### config.mk
export PLATFORM = sky130hd
export DESIGN_NAME = mmio_timer_bank
export DESIGN_NICKNAME = d
export VERILOG_FILES = /design/src/rtl/mmio_timer_bank.sv
export SDC_FILE = /design/constraint.sdc
export NUM_CORES = 1
export LEC_CHECK = 0
export ABC_CLOCK_PERIOD_IN_PS = 6100
export CORE_UTILIZATION = 51
export DETAILED_ROUTE_END_ITERATION = 8
export GPL_TIMING_DRIVEN = 0
export PLACE_DENSITY_LB_ADDON = 0.25
export SETUP_SLACK_MARGIN = 0.2
export SYNTH_ARGS = -nofsm -noshare
export SYNTH_HDL_FRONTEND = slang
export SYNTH_SLANG_ARGS = --single-unit
export TNS_END_PERCENT = 1
### constraint.sdc
create_clock -name clock -period 6.1 [get_ports clock]
set_clock_uncertainty 0.05 [all_clocks]
set_input_delay 1.525 -clock clock [delete_from_list [all_inputs] [get_ports clock]]
set_output_delay 1.525 -clock clock [all_outputs]
set_load 0.01 [all_outputs]
### src/rtl/mmio_timer_bank.sv
// Bank of NCH independent prescaled timer channels behind a small CPU register window.
// Each channel has CTRL, PRESCALE, COUNT, COMPARE, STATUS and ID registers at 4-byte spacing.
module mmio_timer_bank #(
    parameter int          NCH      = 4,
    parameter logic [31:0] ID_VALUE = 32'h544D_0000
) (
    input  logic           clock,
    input  logic           reset,
    input  logic           sel,
    input  logic           we,
    input  logic [7:0]     addr,
    input  logic [31:0]    wdata,
    output logic [31:0]    rdata,
    output logic [NCH-1:0] tick,
    output logic           irq
);
    localparam logic [31:0] ID_WORD = {ID_VALUE[31:8], 8'(NCH)};

    logic [3:0]  ctrl     [NCH];
    logic [31:0] prescale [NCH];
    logic [31:0] count    [NCH];
    logic [31:0] compare  [NCH];
    logic [31:0] pc       [NCH];
    logic [1:0]  status   [NCH];

    logic [2:0]     reg_idx;
    logic [NCH-1:0] wr_ch;
    logic [NCH-1:0] cnt_wr;
    logic [NCH-1:0] hit;
    logic [NCH-1:0] ovf;
    logic           irq_next;
    logic [31:0]    rd_val;

    assign reg_idx = addr[4:2];

    // A COUNT write in a tick cycle suppresses both the increment and any flag it would raise.
    always_comb begin
        tick     = '0;
        wr_ch    = '0;
        cnt_wr   = '0;
        hit      = '0;
        ovf      = '0;
        irq_next = 1'b0;
        for (int c = 0; c < NCH; c++) begin
            wr_ch[c]  = sel && we && (addr[7:5] == 3'(c));
            cnt_wr[c] = wr_ch[c] && (reg_idx == 3'd2);
            tick[c]   = ctrl[c][0] && (pc[c] == prescale[c]);
            hit[c]    = tick[c] && !cnt_wr[c] && (count[c] == compare[c]);
            ovf[c]    = tick[c] && !cnt_wr[c] && (&count[c])
                        && !(ctrl[c][1] && (count[c] == compare[c]));
            irq_next  = irq_next || (status[c][0] && ctrl[c][2])
                                 || (status[c][1] && ctrl[c][3]);
        end
    end

    always_comb begin
        rd_val = '0;
        for (int c = 0; c < NCH; c++) begin
            if (addr[7:5] == 3'(c)) begin
                case (reg_idx)
                    3'd0:    rd_val = {28'd0, ctrl[c]};
                    3'd1:    rd_val = prescale[c];
                    3'd2:    rd_val = count[c];
                    3'd3:    rd_val = compare[c];
                    3'd4:    rd_val = {30'd0, status[c]};
                    3'd5:    rd_val = ID_WORD;
                    default: rd_val = '0;
                endcase
            end
        end
    end

    always_ff @(posedge clock) begin
        if (reset) begin
            rdata <= '0;
            irq   <= 1'b0;
            for (int c = 0; c < NCH; c++) begin
                ctrl[c]     <= '0;
                prescale[c] <= '0;
                count[c]    <= '0;
                compare[c]  <= '1;
                pc[c]       <= '0;
                status[c]   <= '0;
            end
        end else begin
            if (sel)
                rdata <= rd_val;
            irq <= irq_next;
            for (int c = 0; c < NCH; c++) begin
                if (wr_ch[c] && (reg_idx == 3'd0))
                    ctrl[c] <= wdata[3:0];
                if (wr_ch[c] && (reg_idx == 3'd1))
                    prescale[c] <= wdata;
                if (wr_ch[c] && (reg_idx == 3'd3))
                    compare[c] <= wdata;

                if (wr_ch[c] && (reg_idx <= 3'd1))
                    pc[c] <= '0;
                else if (ctrl[c][0])
                    pc[c] <= tick[c] ? '0 : pc[c] + 32'd1;

                if (cnt_wr[c])
                    count[c] <= wdata;
                else if (tick[c])
                    count[c] <= (ctrl[c][1] && (count[c] == compare[c])) ? '0 : count[c] + 32'd1;

                // New flag events are ORed in after the clear so a coincident W1C cannot drop them.
                status[c] <= (status[c] & ~((wr_ch[c] && (reg_idx == 3'd4)) ? wdata[1:0] : 2'b00))
                             | {ovf[c], hit[c]};
            end
        end
    end
endmodule

==> out/metrics.cfg, run 1 <==
[cts]
cts_resized = 0
clock_path_buffers = 3
clkLatencyLatePin_ns = 0.61
cts_sinks = 569
path_clk_slew_ns = 0.06
cts_hold_buf = 0
htreeDepth = 3
cts_buffers = 67
cts_tree = done
cts-root-buf = clkbuf_16
cts_setup_buffers = 0

[outcome]
outcome = finished, violations left
violations = max-capacitance violations, max-slew violations

[global_route]
grt_pass1_vias = 25825
grt_pass1_wl_um = 184100
grt_util_all_layers_pct = 38.99
grt_overflow = 0
antenna_found_initial = 19
grt_start_max_net_pins = 33

[logic_synthesis]
synth-edff-count = 528
syn_inst = 3227
synthFlopType = edfxtp_1
ys_async_sr_fraction_pct = 0
synth_top_cell_by_area = edfxtp_1
ys_ff_latch = 569
yosys-top-cells-area = edfxtp_1, xnor2_1, xor2_1
syn_nets = 3279
synth_area_per_cell_um2 = 10.32
yosysTopAreaCellShare_pct = 47.63
yosys_warnings = 0
synth_seq_area_share_pct = 50.10
synth_cell_types = 67
ys_top_cells_by_count = edfxtp_1, xnor2_1, nand2_1, nor2_1, xor2_1
yosysMostFrequentCell = edfxtp_1
synth_area_mm2 = 0.03329

[floorplanning]
dieArea_mm2 = 0.06630
io_pins = 81
initial_core_util_pct = 51.64
coreArea_mm2 = 0.06446
die_h_um = 257.5
die_w_um = 257.5
std_cell_rows = 93

[power]
p_leak_nw = 12.10
ir_drop_mv = 0.2119
power_density_mw_per_mm2 = 260.1

[setup_path]
arrival_ns = 5.70
crit_path_max_fanout = 32
cp-start-kind = primary input
required_ns = 6.27
worst_r2r_path_depth = 6
critical_path_class = primary input to flip-flop
end_kind = flip-flop

[placed_design]
dp_hpwl_um = 97790
port-buffer-count = 74
place_congestion = 1.066
pre_cts_ws_ns = 0.1210

[timing]
slew_headroom_pct = -9.580
whs_ns = 0.4669
worst_pin_slew_ns = 1.644
fmax_mhz = 180.6
setup_tns_ns = 0
rsz0062_at_grt = false
fin_crit_ns = 5.538
timing.final.crit_share_pct = 90.78
setup_slack_ns = 0.5622
finalHoldViolations = 0
setup_violations = 0
slew_violations = 55

[cells_and_area]
nFillCells = 5552
num-nets-final = 3431
drive_gt1_share_pct = 10.13
syn2layout_area_growth_pct = 12.37

[worst_hold_path]
hold_depth = 2
worstHoldPathType = flip-flop to flip-flop

[route]
num_vias = 28457
drt_first_pass_iters = 6
routedWlPerCell_um = 30.68
vias_per_cell = 6.627
route.detailed.drc = 0
drt-total-wl_um = 131800
ant_nets = 0
initialDrtViolationCount = 4472

[run]
maxCapViolCount = 6

==> routing by layer <==
layer / track usage [%] / vias up / share of wire, %
met5: 0 / - / 0.027
met4: 18.70 / 6 / 5.0
met3: 10.26 / 340 / 13
met2: 57.36 / 2084 / 43
met1: 53.36 / 13994 / 39
li1: - / 12033 / -
==> power breakdown <==
group	internal (mW)	switching (mW)	leakage (nW)
combinational	0.375	0.696	5.47
clock	2.22	1.66	1.01
sequential	4.48	0.295	5.63
total	7.08	2.65	12.1
==> layout make-up <==
class	instances	area [um2]	share of cell area [%]
Sequential cell	569	16680	44.58
Multi-Input combinational cell	2382	15520	41.49
Clock buffer	88	1818	4.860
Tap cell	855	1070	2.860
Buffer	245	998.5	2.669
Timing Repair Buffer	83	953.4	2.549
Clock inverter	29	224.0	0.5987
Inverter	31	116.4	0.3111
Antenna cell	12	30.03	0.08028
==> path summary, 6_finish.rpt <==
path | startpoint | end | slack, ns
worst max-delay path | reset | prescale[2][24]$_SDFFCE_PN0P_ | 0.56
worst min-delay path | status[1][0]$_SDFF_PP0_ | status[1][0]$_SDFF_PP0_ | 0.47
worst max register to register | prescale[2][1]$_SDFFCE_PN0P_ | count[2][1]$_SDFFCE_PN0P_ | 2.80
worst min register to register | status[1][0]$_SDFF_PP0_ | status[1][0]$_SDFF_PP0_ | 0.47
==> state kept, by name, indices dropped and copies added (netlist names) <==
register  count
irq           1
ctrl         16
rdata        32
prescale    128
count       128
pc          128
status        8
compare     128
==> cells by family after synthesis <==
family / count (synthesis) / share of synthesized area, %
AO/OA/AOI/OAI: 460 / 8.600
XOR/XNOR: 488 / 12.84
adder cells (fa/ha/maj): 8 / 0.3007
buffers and inverters: 276 / 3.319
flip-flops: 569 / 50.10
multiplexers: 104 / 3.623
AND/OR/NAND/NOR: 1322 / 21.22
==> placed cells by master, fill, tap and decap left out, types with 69 or more instances in the layout <==
cell / n
edfxtp_1: 528
xnor2_1: 284
nand2_1: 241
nor2_1: 225
clkbuf_1: 211
xor2_1: 204
nand4_1: 192
nand3_1: 164
a21oi_1: 153
and2_1: 141
a22oi_1: 115
or2_2: 98
o21ai_0: 85
mux2_2: 82
clkdlybuf4s50_1: 74
clkbuf_16: 69
==> critical path, cell delays in order <==
cell and delay [ns]:
clkdlybuf4s50_1 0.81, clkbuf_1 0.69, clkbuf_1 0.79, clkbuf_1 0.74, a21o_1 1.09
==> stage by stage <==
| step | area, um2 | utilization (%) | power (mW) | instances |
|---|---|---|---|---|
| after floorplan | 33290 | - | 5.320 | 3227 |
| after global placement | 35100 | 54.45 | 5.828 | 4156 |
| after detailed placement | 35230 | 54.65 | 5.859 | 4161 |
| after CTS | 37270 | 57.82 | 9.660 | 4278 |
| after global routing | 37380 | 57.99 | 9.901 | 4285 |
| final | 37410 | 58.03 | 9.731 | 4294 |
(Power assumes the default switching activity.)
==> inputs of run 2 (changes only) <==
Settings changed: CORE_UTILIZATION 51 to 55.
==> out/metrics.cfg, run 2 (synthesis results as in run 1) <==
[power]
ir_drop_mv = 0.2194
finalPower_mw = 9.653
p_leak_nw = 12.01
power_density_mw_per_mm2 = 260.2

[timing]
fmax_mhz = 182.4
finalHoldViolations = 0
setup_slack_ns = 0.6165
timing.final.crit_share_pct = 89.89
slew_headroom_pct = -9.414
worst_pin_slew_ns = 1.641
fin_crit_ns = 5.483
slew_violations = 89
rsz0062_at_grt = false
setup_violations = 0
setup_tns_ns = 0

[global_route]
grt_util_all_layers_pct = 42.45
grt_overflow = 0
grt_pass1_wl_um = 184000
antenna_found_initial = 9
grt_start_max_net_pins = 33
grt_pass1_vias = 25904

[worst_hold_path]
hp-start = rdata[28]$_SDFFE_PP0P_
worstHoldEndpoint = rdata[28]$_SDFFE_PP0P_
hold_depth = 2
worstHoldPathType = flip-flop to flip-flop

[setup_path]
arrival_ns = 5.68
crit_path_max_fanout = 32
critical_path_class = primary input to flip-flop
rrSetupSlack_ns = 2.78
end_kind = flip-flop
cp-start-kind = primary input
worstReg2RegEnd = count[2][11]$_SDFFCE_PN0P_
worst_r2r_path_depth = 6
required_ns = 6.30
reg2reg_from = pc[2][12]$_SDFFCE_PP0P_
crit_path_start = reset

[floorplanning]
die_h_um = 248.0
std_cell_rows = 89
initial_core_util_pct = 56.08
io_pins = 81
die_w_um = 248.0
coreArea_mm2 = 0.05935
dieArea_mm2 = 0.06151

[cts]
cts-root-buf = clkbuf_16
cts_resized = 0
path_clk_slew_ns = 0.06
htreeDepth = 2
cts_hold_buf = 0
cts_tree = done
cts_setup_buffers = 0
clock_path_buffers = 3
cts_sinks = 569
clkLatencyLatePin_ns = 0.66
cts_buffers = 60

[cells_and_area]
num-nets-final = 3418
final_cell_mix = edfxtp_1, xnor2_1, nand2_1, nor2_1, clkbuf_1
fin_util_pct = 62.51
syn2layout_area_growth_pct = 11.46
drive_gt1_share_pct = 10.07
layout_commonest_cell = edfxtp_1

[route]
vias_per_cell = 6.676
ant_nets = 0
route.detailed.drc = 0
initialDrtViolationCount = 4235
drt_first_pass_iters = 6
drt-total-wl_um = 131300
routedWlPerCell_um = 31.29
num_vias = 28013

[run]
maxCapViolCount = 8

[placed_design]
port-buffer-count = 74
pre_cts_ws_ns = 0.1370
dp_hpwl_um = 97230
place_congestion = 1.053

[outcome]
violations = max-capacitance violations, max-slew violations
outcome = finished, violations left

-- run 2: stage by stage --
stage	cell area, um2	hold slack [ns]	std cells
finish	37100	0.4553	4196
global route	37090	0.4729	4189
CTS	37010	0.4510	4186
detailed placement	35040	0.4358	4075
global placement	35000	0.4267	4074
floorplan	33290	0.4080	3227
-- run 2: where the power goes --
| group | switching [mW] | leakage (nW) | internal (mW) |
|---|---|---|---|
| combinational | 0.705 | 5.41 | 0.367 |
| sequential | 0.291 | 5.63 | 4.48 |
| clock | 1.65 | 0.977 | 2.16 |
| total | 2.64 | 12.0 | 7.01 |
-- run 2: cell type report --
cell class | count | area (um2)
diodes | 8 | 20.02
clock inverters | 31 | 350.3
fillers | 4852 | 22250
plain buffers | 245 | 999.7
repair buffers | 77 | 823.3
inverters | 31 | 116.4
clock buffers | 80 | 1627
multi-input cells | 2382 | 15520
flip-flops and latches | 569 | 16680
well taps | 773 | 967.2
-- run 2: worst max-delay path: stages --
cell,delay [ns]
clkdlybuf4s50_1,0.74
clkbuf_1,0.75
clkbuf_1,0.89
clkbuf_1,0.66
a21o_1,1.07
-- run 2: per-layer routing --
metal  routed length [um]  GRT usage [%]  vias up  share of wire (%)
li1                     -              -    11981                  -
met1                50260          58.52    13641                 38
met2                55560          60.74     2038                 42
met3                17810          11.27      349                 14
met4                 7628          23.19        4                5.8
met5                   26              0        -              0.020
-- run 2: worst max path at each step --
stage	slack [ns]	cells past startpoint	end
6_report	0.62	5	prescale[1][16]$_SDFFCE_PN0P_
5_1_grt	0.65	5	prescale[1][16]$_SDFFCE_PN0P_
4_1_cts	0.80	5	compare[3][28]$_SDFFCE_PN1P_
3_5_place_dp	0.14	5	compare[3][28]$_SDFFCE_PN1P_
3_3_place_gp	0.17	5	compare[3][28]$_SDFFCE_PN1P_
2_1_floorplan	1.96	8	count[2][0]$_SDFFCE_PN0P_
